===== src/rtl/say_arbiter_pkg.sv =====
// Shared constants and types for the say-channel arbiter and its helpers.
package say_arbiter_pkg;

  localparam int SAY_DW           = 192;
  localparam int SAY_ARB_MAX_NREQ = 8;

  typedef struct packed {
    logic [SAY_DW-1:0] meth;
    logic [SAY_DW-1:0] v;
  } say_req_t;

endpackage


===== src/rtl/say_arbiter_rr_pick.sv =====
// rr_pick: combinational cyclic priority encoder. Finds the first set want bit
// searching upward from last+1, wrapping at N-1 back to 0.
module rr_pick #(
  parameter int N  = 4,
  parameter int LW = $clog2(N)
) (
  input  logic [N-1:0]  want,
  input  logic [LW-1:0] last,
  output logic [LW-1:0] sel,
  output logic          valid
);

  // Walk the cyclic order once; the first hit wins and later hits are ignored.
  always_comb begin
    logic [LW-1:0] idx_s;
    sel   = '0;
    valid = 1'b0;
    for (int k = 1; k <= N; k++) begin
      idx_s = LW'((int'(last) + k) % N);
      if (!valid && want[idx_s]) begin
        sel   = idx_s;
        valid = 1'b1;
      end else begin
        valid = valid;
      end
    end
  end

endmodule


===== src/rtl/say_arbiter.sv =====
// Round-robin arbiter sharing one say channel among NREQ requesters, with a
// one-entry output register. Optional per-requester counters: SAY_ARB_STATS_EN.
module say_arbiter
  import say_arbiter_pkg::*;
#(
  parameter int  NREQ = 4,
  parameter int  DW   = SAY_DW,
  localparam int LW   = $clog2(NREQ)
) (
  input  logic              CLK,
  input  logic              nRST,
  input  logic [NREQ-1:0]   req_want,
  input  logic [NREQ-1:0]   req__ENA,
  input  logic [NREQ*DW-1:0] req_meth,
  input  logic [NREQ*DW-1:0] req_v,
  output logic [NREQ-1:0]   req_RDY,
  output logic              say__ENA,
  output logic [DW-1:0]     say_meth,
  output logic [DW-1:0]     say_v,
  input  logic              say__RDY,
  output logic [LW-1:0]     say_src
`ifdef SAY_ARB_STATS_EN
  ,
  output logic [NREQ*16-1:0] grant_count
`endif
);

  logic          full_r;
  logic [LW-1:0] last_r;
  logic [LW-1:0] sel_s;
  logic          valid_s;
  logic          can_accept_s;
  logic          accept_s;

  rr_pick #(.N(NREQ), .LW(LW)) u_rr_pick (
    .want  (req_want),
    .last  (last_r),
    .sel   (sel_s),
    .valid (valid_s)
  );

  // A draining register frees its slot in the same cycle, so say__RDY lets a new grant through.
  assign can_accept_s = !full_r || say__RDY;
  assign accept_s     = can_accept_s && valid_s && req__ENA[sel_s];
  assign say__ENA     = full_r && say__RDY;

  // Grant is one-hot on the selected requester, or zero when blocked or idle.
  always_comb begin
    req_RDY = '0;
    if (can_accept_s && valid_s) begin
      req_RDY[sel_s] = 1'b1;
    end else begin
      req_RDY = '0;
    end
  end

  // Output register, occupancy flag and round-robin pointer.
  always_ff @(posedge CLK) begin
    if (!nRST) begin
      full_r   <= 1'b0;
      last_r   <= LW'(NREQ - 1);
      say_meth <= '0;
      say_v    <= '0;
      say_src  <= '0;
    end else if (accept_s) begin
      full_r   <= 1'b1;
      last_r   <= sel_s;
      say_src  <= sel_s;
      say_meth <= req_meth[int'(sel_s)*DW +: DW];
      say_v    <= req_v[int'(sel_s)*DW +: DW];
    end else if (say__ENA) begin
      full_r   <= 1'b0;
    end
  end

`ifdef SAY_ARB_STATS_EN
  logic [15:0] cnt_r [NREQ];

  // Saturating accept counters; only reset clears them.
  always_ff @(posedge CLK) begin
    if (!nRST) begin
      for (int i = 0; i < NREQ; i++) begin
        cnt_r[i] <= 16'h0000;
      end
    end else if (accept_s && (cnt_r[sel_s] != 16'hFFFF)) begin
      cnt_r[sel_s] <= cnt_r[sel_s] + 16'h0001;
    end
  end

  for (genvar g = 0; g < NREQ; g++) begin : g_cnt
    assign grant_count[g*16 +: 16] = cnt_r[g];
  end
`endif

endmodule


===== config.mk =====
export PLATFORM = sky130hd
export DESIGN_NAME = say_arbiter
export DESIGN_NICKNAME = d
export VERILOG_FILES = /design/src/rtl/say_arbiter_pkg.sv /design/src/rtl/say_arbiter_rr_pick.sv /design/src/rtl/say_arbiter.sv
export SDC_FILE = /design/constraint.sdc
export NUM_CORES = 1
export LEC_CHECK = 0
export CAP_MARGIN = 20
export CORE_AREA = 10 10 744 746
export CTS_BUF_LIST = sky130_fd_sc_hd__clkbuf_8
export DETAILED_ROUTE_END_ITERATION = 10
export DIE_AREA = 0 0 754 756
export PLACE_DENSITY = 0.3
export SYNTH_ARGS = -nofsm -noshare
export SYNTH_HDL_FRONTEND = slang
export SYNTH_SLANG_ARGS = --single-unit

===== constraint.sdc =====
create_clock -name CLK -period 2.4 [get_ports CLK]
set_clock_uncertainty 0.15 [all_clocks]
set_input_delay 0.48 -clock CLK [delete_from_list [all_inputs] [get_ports CLK]]
set_output_delay 0.48 -clock CLK [all_outputs]
set_load 0.005 [all_outputs]

==> impl_metrics.json <==
{
  "status": "finished, violations left",
  "violations": "negative setup slack",
  "cp_max_fo": 5,
  "area_growth_pct": 142,
  "synth_edf_count": 0,
  "placed_area_sq_mm": 0.0565,
  "hp-class": "primary input to flip-flop",
  "grt_max_degree": 55,
  "critical_path_required_ns": 1.77,
  "regToRegSetupSlack_ns": -0.60,
  "portBuffers": 1937,
  "clk_latency_ns": 0.92,
  "antenna_found_initial": 368,
  "hpwl_mm": 388,
  "yosys.cell_types.count": 34,
  "drt_iter0_markers": 4159,
  "yosys_warnings": 0,
  "drive_gt1_share_pct": 11.3,
  "drc": 0,
  "worst_path_dominant_cell_family": "simple AND/OR/NAND/NOR gates",
  "cts_tree": "done",
  "tightestPinTransition_ns": 0.616,
  "synthTopCellsByArea": "dfxtp_1, nand2_1, nand3_1",
  "start_util_pct": 4.96,
  "ir_drop_uv": 416,
  "async_flop_share_pct": 0,
  "r2r-start": "last_r[0]",
  "clock_sink_count": 389,
  "numCtsBuffers": 99,
  "leakagePower_nw": 25.0,
  "worst_path_most_repeated_cell": "buf_6",
  "maxSlewViolCount": 0,
  "cpPeakStageDelay_ns": 0.40,
  "power_density_mw_per_mm2": 822,
  "r2r_cells": 17,
  "rsz0062_at_grt": "true",
  "nets": 8309,
  "cap_violations": 0,
  "fmax_ghz": 0.331,
  "setup_viol_count_final": 617,
  "finalCriticalPeriod_ns": 3.02,
  "drt-pass1-iter-count": 5,
  "holdPathStages": 5,
  "vias": 43692,
  "period_share_pct": 126,
  "swShare_pct": 47.9,
  "internal_power_w": 0.0278,
  "crit_type": "flip-flop to primary output",
  "cp_cell_sequence": "buf_6, or3b_4, o211a_4, buf_12, nor3_4, buf_6",
  "r2r-end": "say_v[78]",
  "synth_seq_area_share_pct": 29.1,
  "cts_buffer_depth": 4,
  "grt.overflow.total": 0,
  "hp-start": "req_v[67]",
  "synth_flop_cell": "dfxtp_1",
  "finalSetupTns_ns": -211.30,
  "power.share.sequential_pct": 18.8,
  "grt_pass1_wl_mm": 536,
  "whs_endpoint": "say_v[67]",
  "syn-cell-area_sq_mm": 0.0267,
  "cp_slowest_cell": "or3b_4",
  "ioPinCount": 1938,
  "startpoint_type": "flip-flop",
  "die_x_microns": 754,
  "synth.avg_cell_area_sq_um": 6.25,
  "wire_per_inst_microns": 31.3,
  "worstPathArrival_ns": 2.39,
  "yosysTopAreaCell": "dfxtp_1",
  "core_sq_mm": 0.539,
  "slew_headroom_pct": 58.8,
  "viasPerCell": 3.10,
  "power_frac_clock_pct": 16.7,
  "grt_pass1_vias": 42603,
  "synth_nets": 5824,
  "synthTopCellsByCount": "nand2_1, nand3_1, dfxtp_1",
  "grt_usage_pct": 14.6,
  "ant_nets": 0,
  "die_area_sq_mm": 0.570,
  "routabilityCongestion": 0.945,
  "hold_violations": 0,
  "cts_root_buf": "clkbuf_8",
  "syn_inst": 4277,
  "netSwitchingPower_w": 0.0255,
  "cts_htree_levels": 3,
  "wirelength_mm": 442,
  "setup.worst_path.end_class": "primary output",
  "ys_ff_latch": 389,
  "stdcell_area_sq_mm": 0.0648,
  "fin_util_pct": 12.0,
  "cp_num_buf_inv": 3,
  "die_y_microns": 756,
  "fp-row-count": 270,
  "p_comb_share_pct": 64.6,
  "cts.clk_slew.worst_paths_ns": 0.07,
  "synth_top_area_share_pct": 29.1,
  "synth_most_common_cell": "nand2_1",
  "setup_ws_ns": -0.625
}
power groups by stage:
stage | logic, W | clock network (W) | registers, W
finish | 0.0344 | 0.00889 | 0.00999
global route | 0.0364 | 0.00952 | 0.0102
CTS | 0.0337 | 0.00939 | 0.0100
detailed placement | 0.0304 | 0 | 0.0101
global placement | 0.0306 | 0 | 0.0101
floorplan | 0.0109 | 0 | 0.00974
area by class of cell:
class                           instances  area (sq um)
Fill cell                           62668        474000
Timing Repair Buffer                 2768         28600
Multi-Input combinational cell       3502         17300
Tap cell                             7208          9020
Sequential cell                       389          7810
Clock buffer                          114          1570
Clock inverter                         48           287
Antenna cell                           84           210
Inverter                                2          7.51
timing repair:
item,CTS,global route
pin swaps,8,5
setup buffers,55,36
hold endpoints to repair,209,0
setup endpoints to repair,684,639
hold buffers,392,0
resized for setup,382,100
cloned,17,18
worst reg2reg max path: stages (launching register included):
cell,delay (ns)
dfxtp_4,0.36
buf_4,0.15
nor2b_1,0.10
buf_4,0.15
o211ai_4,0.12
buf_6,0.14
buf_6,0.10
buf_6,0.11
o31a_1,0.10
a32oi_2,0.20
and2_4,0.22
buf_12,0.16
buf_6,0.20
buf_16,0.16
buf_12,0.16
buf_16,0.13
buf_12,0.11
mux2i_1,0.17
worst max-delay path by stage:
stage	startpoint	to	slack (ns)	cells after the start
floorplan	req_want[1]	req_RDY[0]	0.06	6
global placement	req_want[3]	say_v[61]	-1.14	12
detailed placement	req_want[3]	say_v[86]	-1.15	10
CTS	last_r[0]	req_RDY[1]	-0.81	6
global route	last_r[0]	req_RDY[1]	-0.77	6
finish	last_r[0]	req_RDY[0]	-0.62	6
state kept, by name, summed over array words and instances (netlist names):
register	flops
say_meth	192
say_v	192
last_r	2
say_src	2
full_r	1
cell usage in the layout, fill, tap and decap left out, types with 2 or more instances in the layout:
cell / instances
a21oi_1: 3
nand2_1: 1914
clkdlybuf4s50_1: 1785
nor3_4: 5
clkbuf_16: 14
nand2_2: 7
inv_8: 2
dfxtp_4: 3
o21ai_0: 2
buf_2: 26
nor2b_1: 4
buf_16: 29
clkinv_2: 11
dfxtp_1: 379
nand3_1: 1140
mux2i_1: 382
buf_12: 98
clkinvlp_4: 2
bufbuf_16: 2
inv_1: 31
buf_6: 53
nor2_1: 3
buf_8: 16
nand3_2: 12
o211ai_1: 2
o21a_1: 2
nor3_1: 2
bufinv_16: 2
diode_2: 84
clkbuf_8: 114
buf_4: 353
dlygate4sd3_1: 392
dfxtp_2: 7
mux2i_2: 2
o31ai_1: 3
stage by stage:
stage	hold WS (ns)	power [W]	setup slack, ns	cells
5_1_grt	0.0721	0.0562	-0.771	14051
3_5_place_dp	0.299	0.0405	-1.15	13371
6_report	0.155	0.0532	-0.625	14115
2_1_floorplan	0.301	0.0207	0.0612	4277
3_3_place_gp	0.295	0.0406	-1.14	13371
4_1_cts	0.0000355	0.0531	-0.815	13997
layer usage:
metal	global-route usage, %	part of all wire [%]	wire length (microns)
met1	17.7	41	181000
met2	22.3	42	188000
met3	8.79	14	60800
met4	2.75	2.7	11900
met5	0	0.35	1540
cell families after synthesis:
family,after synthesis,synth area share [%]
flops,389,29.1
buf+inv,386,6.85
compound gates,21,0.590
mux,384,14.4
simple gates,3097,49.1
Note: power is estimated with default switching activity, not from simulation.
